==> src/rtl/wordline_sequencer.sv <==
// -----------------------------------------------------------------------------
// wordline_sequencer
//
// Registered row driver for the bitcell/NAND-latch array. A request is
// accepted over a req/ready handshake, the row address and direction are
// latched, and a fixed access sequence follows:
//   precharge (PRE_CYC cycles) -> one-hot word-line pulse (PULSE_CYC cycles)
//   -> one-cycle done strobe.
// Every output except ready comes straight from a flop, so the word lines
// cannot glitch while the address decodes.
//
// Parameters
//   ADDR_W    : row address width; 2**ADDR_W word lines (1..8)
//   PRE_CYC   : precharge cycles before the word line rises (>= 1)
//   PULSE_CYC : cycles the selected word line stays high (>= 1)
//
// Ports
//   clk    in   rising-edge clock
//   rst_n  in   asynchronous active-low reset, aborts any access in flight
//   en     in   global enable, gates acceptance of new requests only
//   req    in   level-sensitive access request
//   we     in   1 = write, 0 = read; sampled together with adr
//   adr    in   row address, sampled on acceptance
//   ready  out  request can be accepted this cycle (IDLE or DONE)
//   pre    out  bit-line precharge strobe
//   wl     out  word lines, one-hot during the pulse, otherwise all zero
//   wr_en  out  write strobe, high alongside wl on write accesses
//   done   out  one-cycle completion pulse
// -----------------------------------------------------------------------------
module wordline_sequencer #(
  parameter int ADDR_W    = 3,
  parameter int PRE_CYC   = 1,
  parameter int PULSE_CYC = 2
) (
  input  logic                 clk,
  input  logic                 rst_n,
  input  logic                 en,
  input  logic                 req,
  input  logic                 we,
  input  logic [ADDR_W-1:0]    adr,
  output logic                 ready,
  output logic                 pre,
  output logic [2**ADDR_W-1:0] wl,
  output logic                 wr_en,
  output logic                 done
);

  localparam int WL_N    = 2 ** ADDR_W;
  localparam int MAX_CYC = (PRE_CYC > PULSE_CYC) ? PRE_CYC : PULSE_CYC;
  localparam int CNT_W   = $clog2(MAX_CYC) + 1;

  localparam logic [CNT_W-1:0] CNT_PRE   = CNT_W'(PRE_CYC - 1);
  localparam logic [CNT_W-1:0] CNT_PULSE = CNT_W'(PULSE_CYC - 1);

  // Reject illegal parameter sets at elaboration rather than building a
  // sequencer whose counter underflows on load.
  if (ADDR_W < 1 || ADDR_W > 8) begin : g_bad_addr_w
    $error("wordline_sequencer: ADDR_W must be in 1..8");
  end
  if (PRE_CYC < 1) begin : g_bad_pre
    $error("wordline_sequencer: PRE_CYC must be >= 1");
  end
  if (PULSE_CYC < 1) begin : g_bad_pulse
    $error("wordline_sequencer: PULSE_CYC must be >= 1");
  end

  typedef enum logic [1:0] {
    S_IDLE = 2'd0,
    S_PRE  = 2'd1,
    S_ACT  = 2'd2,
    S_DONE = 2'd3
  } state_e;

  state_e            state_q;
  logic [CNT_W-1:0]  cnt_q;
  logic [ADDR_W-1:0] adr_q;
  logic              we_q;
  logic              pre_q;
  logic [WL_N-1:0]   wl_q;
  logic              wr_en_q;
  logic              done_q;

  logic              accept;

  // ready is the only combinational output: it must be visible in the same
  // cycle the block enters IDLE or DONE so back-to-back accesses need no gap.
  assign ready  = (state_q == S_IDLE) || (state_q == S_DONE);
  assign accept = req && en && ready;

  // The output flops are loaded with the value of the phase being entered,
  // so each strobe lines up exactly with its state without a decode stage.
  // NOTE: all sequential state uses non-blocking assignments so every flop
  // samples pre-edge values and the order of statements cannot matter.
  // NOTE: the latched address/direction are reset along with the control
  // state so a stale row can never be driven after an aborted access.
  always_ff @(posedge clk or negedge rst_n) begin
    if (!rst_n) begin
      state_q <= S_IDLE;
      cnt_q   <= '0;
      adr_q   <= '0;
      we_q    <= 1'b0;
      pre_q   <= 1'b0;
      wl_q    <= '0;
      wr_en_q <= 1'b0;
      done_q  <= 1'b0;
    end else begin
      case (state_q)
        S_IDLE, S_DONE: begin
          done_q <= 1'b0;
          if (accept) begin
            state_q <= S_PRE;
            cnt_q   <= CNT_PRE;
            adr_q   <= adr;
            we_q    <= we;
            pre_q   <= 1'b1;
          end else begin
            state_q <= S_IDLE;
          end
        end

        S_PRE: begin
          if (cnt_q == '0) begin
            state_q <= S_ACT;
            cnt_q   <= CNT_PULSE;
            pre_q   <= 1'b0;
            wl_q    <= WL_N'(1) << adr_q;
            wr_en_q <= we_q;
          end else begin
            cnt_q <= cnt_q - CNT_W'(1);
          end
        end

        S_ACT: begin
          if (cnt_q == '0) begin
            state_q <= S_DONE;
            wl_q    <= '0;
            wr_en_q <= 1'b0;
            done_q  <= 1'b1;
          end else begin
            cnt_q <= cnt_q - CNT_W'(1);
          end
        end

        default: begin
          state_q <= S_IDLE;
          pre_q   <= 1'b0;
          wl_q    <= '0;
          wr_en_q <= 1'b0;
          done_q  <= 1'b0;
        end
      endcase
    end
  end

  assign pre   = pre_q;
  assign wl    = wl_q;
  assign wr_en = wr_en_q;
  assign done  = done_q;

endmodule
==> config.mk <==
export PLATFORM = sky130hd
export DESIGN_NAME = wordline_sequencer
export DESIGN_NICKNAME = d
export VERILOG_FILES = /design/src/rtl/wordline_sequencer.sv
export SDC_FILE = /design/constraint.sdc
export NUM_CORES = 1
export LEC_CHECK = 0
export ABC_AREA = 0
export CORE_ASPECT_RATIO = 0.75
export CORE_MARGIN = 2
export CORE_UTILIZATION = 30
export DETAILED_ROUTE_END_ITERATION = 6
export PLACE_DENSITY = 0.5
export SETUP_SLACK_MARGIN = 0.02
export SLEW_MARGIN = 15
export SYNTH_ARGS = -nofsm -noshare
export SYNTH_HDL_FRONTEND = slang
export SYNTH_SLANG_ARGS = --single-unit
==> constraint.sdc <==
create_clock -name clk -period 2.3 [get_ports clk]
set_input_delay 0.345 -clock clk [delete_from_list [all_inputs] [get_ports clk]]
set_output_delay 0.345 -clock clk [all_outputs]
set_load 0.005 [all_outputs]
==> results of run 1 <==
-- report_power, final --
part           switching [W]  leakage [nW]  internal (W)  total, W
registers           0.000124         0.243      0.000496  0.000621
clock network       0.000108        0.0255      0.000120  0.000228
logic               0.000419         0.286      0.000551  0.000969
total               0.000651         0.555       0.00117   0.00182
-- worst paths after layout --
kind | cells past startpoint | slack, ns | endpoint
hold / removal | 2 | 0.42 | wl[4]$_DFFE_PN0P_
hold reg to reg | 1 | 0.51 | pre$_DFFE_PN0P_
setup reg to reg | 5 | 0.35 | wl[3]$_DFFE_PN0P_
setup / recovery | 3 | 0.24 | ready
max in group asynchronous | 2 | 1.68 | wl[0]$_DFFE_PN0P_
min in group clk | 1 | 0.51 | pre$_DFFE_PN0P_
-- cells by family after synthesis --
kind of cell / count (synthesis)
muxes: 12
and+or+nand+nor: 23
DFF: 19
buffers and inverters: 8
AOI/OAI and AO/OA: 15
adders and majority gates: 6
-- sequential cells by signal (all words and copies together), names as in the netlist --
name and count:
wr_en 1, done 1, pre 1, wl 8, we_q 1, adr_q 3, state_q 2, cnt_q 2
-- per-stage QoR --
stage | total power [W] | area [um2] | instances | hold slack [ns] | setup WS (ns)
floorplan | 0.001249 | 979.7 | 83 | 0.04941 | 0.7177
global placement | 0.001587 | 1209 | 139 | 0.4914 | 0.4239
detailed placement | 0.001611 | 1209 | 139 | 0.4838 | 0.3503
CTS | 0.001845 | 1255 | 143 | 0.4274 | 0.2440
global route | 0.001975 | 1255 | 143 | 0.4484 | 0.1492
finish | 0.001818 | 1255 | 143 | 0.4216 | 0.2443
-- critical path: stages, from the launching register on --
cell and delay (ns):
dfrtp_1 0.38, inv_1 0.08, ha_1 0.45, clkdlybuf4s50_1 0.56
-- metal layers --
metal	vias to the layer above	track usage, %	part of all wire, %
li1	333	-	-
met1	339	16.14	53
met2	17	16.51	41
met3	2	3.619	4.7
met4	0	3.846	1.1
met5	-	0	0
-- placed cells by master, fill, tap and decap left out, drive strengths merged, types with 2 or more instances in the layout --
cell,count
dfrtp,19
clkdlybuf4s50,19
mux2,12
o21ai,7
inv,6
nor2,6
ha,6
nand2b,4
nor3,4
nand2,4
clkbuf,3
a221o,2
nor2b,2
-- cell type report --
type | count | area share (%)
inverters | 6 | 1.795
clock inverters | 1 | 0.3988
well taps | 38 | 3.789
repair buffers | 20 | 15.75
multi-input cells | 56 | 37.09
flip-flops and latches | 19 | 37.89
clock buffers | 3 | 3.290
==> metrics.cfg, run 1 <==
[status]
status = completed

[yosys]
synth_edf_count = 0
muxShareOfSynthArea_pct = 16.86
synth_seq_cells = 19
synthArstFlopShare_pct = 100.0
synth_warnings = 0
synthXorXnorAreaFrac_pct = 0
avgSynthCellArea_um2 = 11.80
yosys.area_share.simple_pct = 11.88
synthesis.area_um2 = 979.7
syn_nets = 97
yosys.area.top_type_share_pct = 48.53
synth.most_common_cell = dfrtp_1
synth_area_leader_cell = dfrtp_1
synthAdderAreaFrac_pct = 7.663
synth_common_cells = dfrtp_1, mux2_4, o21ai_0
ys_top_cells_by_area = dfrtp_1, mux2_4, ha_1
synth_top_family_by_area = multiplexers
yosys_most_used_dff = dfrtp_1
yosys.cell_types.count = 23
syn_inst = 83
seq_area_frac_synth_pct = 48.53
synth_compound_area_share_pct = 11.11

[grt]
track_usage_pct = 11.46
grt_overflow = 0
grt_pass1_wl_um = 3243
grt_max_degree = 20
grt_pass1_vias = 663
antenna_found_initial = 0

[worst_setup_path]
critPathArrivalTime_ns = 1.71
timing.critical_path.from = state_q[0]$_DFFE_PN0P_
worstSetupPathType = register to output port
crit_required_ns = 1.96
worst_setup_path_end_kind = output port
path_max_fanout = 9
worst_setup_path_start_kind = register
reg2reg_from = cnt_q[0]$_DFFE_PN0P_

[clock_tree]
cts-root-buf = clkbuf_8
insertion_delay_ns = 0.25
numCtsBuffers = 3
clock-sinks = 19
clk_pin_slew_worst_paths_ns = 0.07
post-cts-setup-buffer-count = 0
hold_buffers = 0
tritoncts = built
cts-resized-gates = 0
htreeDepth = 1
clk_path_buf_depth = 2

[finish]
syn2layout_area_growth_pct = 28.10
postLayoutCoreUtil_pct = 41.55
fillerInstances = 292
final_nets = 120
register_area_um2 = 475.5
layout-drive-gt1-share_pct = 17.14
multiInputGateArea_um2 = 465.4
diodes = 0

[job]
cap_violations = 0

[detailed_routing]
wl_per_cell_um = 13.05
drc = 0
routed_wl_um = 1866
vias_per_cell = 4.832
dr.pass1.iters = 4
first_iter_violations = 38
vias = 691
antenna_left = 0

[floorplanning]
die_x_um = 69.99
fp.dieH_um = 53.49
core_mm2 = 0.003020
initial_utilization_pct = 32.44
ioPinCount = 20
rows = 17
die_area_mm2 = 0.003744

[sta]
setup_tns_ns = 0
hold_violations = 0
slew_viol_final = 0
grt_setup_unrepaired = false
max_freq_mhz = 486.4
max_slew_margin_pct = 64.60
post-route-period-util_pct = 89.38
finalSetupViolations = 0
fin_skew_ns = 0.005956
layout_min_cycle_time_ns = 2.056
worstMarginPinSlew_ns = 0.5310

[min_path]
hold_class = input pin to async pin

[placed_design]
finalWeightedCongestion = 0.6989
hpwl_um = 1461
portBuffers = 19

[pwr]
leakagePower_nw = 0.5552
power_density_mw_per_mm2 = 1449
ir_worst_vdd_uv = 513.2

(Power assumes the default switching activity.)
==> run 2, diff against run 1 <==
--- a/config.mk
+++ b/config.mk
@@ -6,6 +6,7 @@
 export NUM_CORES = 1
 export LEC_CHECK = 0
 export ABC_AREA = 0
+export CAP_MARGIN = 40
 export CORE_ASPECT_RATIO = 0.75
 export CORE_MARGIN = 2
 export CORE_UTILIZATION = 30
==> results of run 2 <==
Final layout, timing and power as in run 1 (identical DEF).
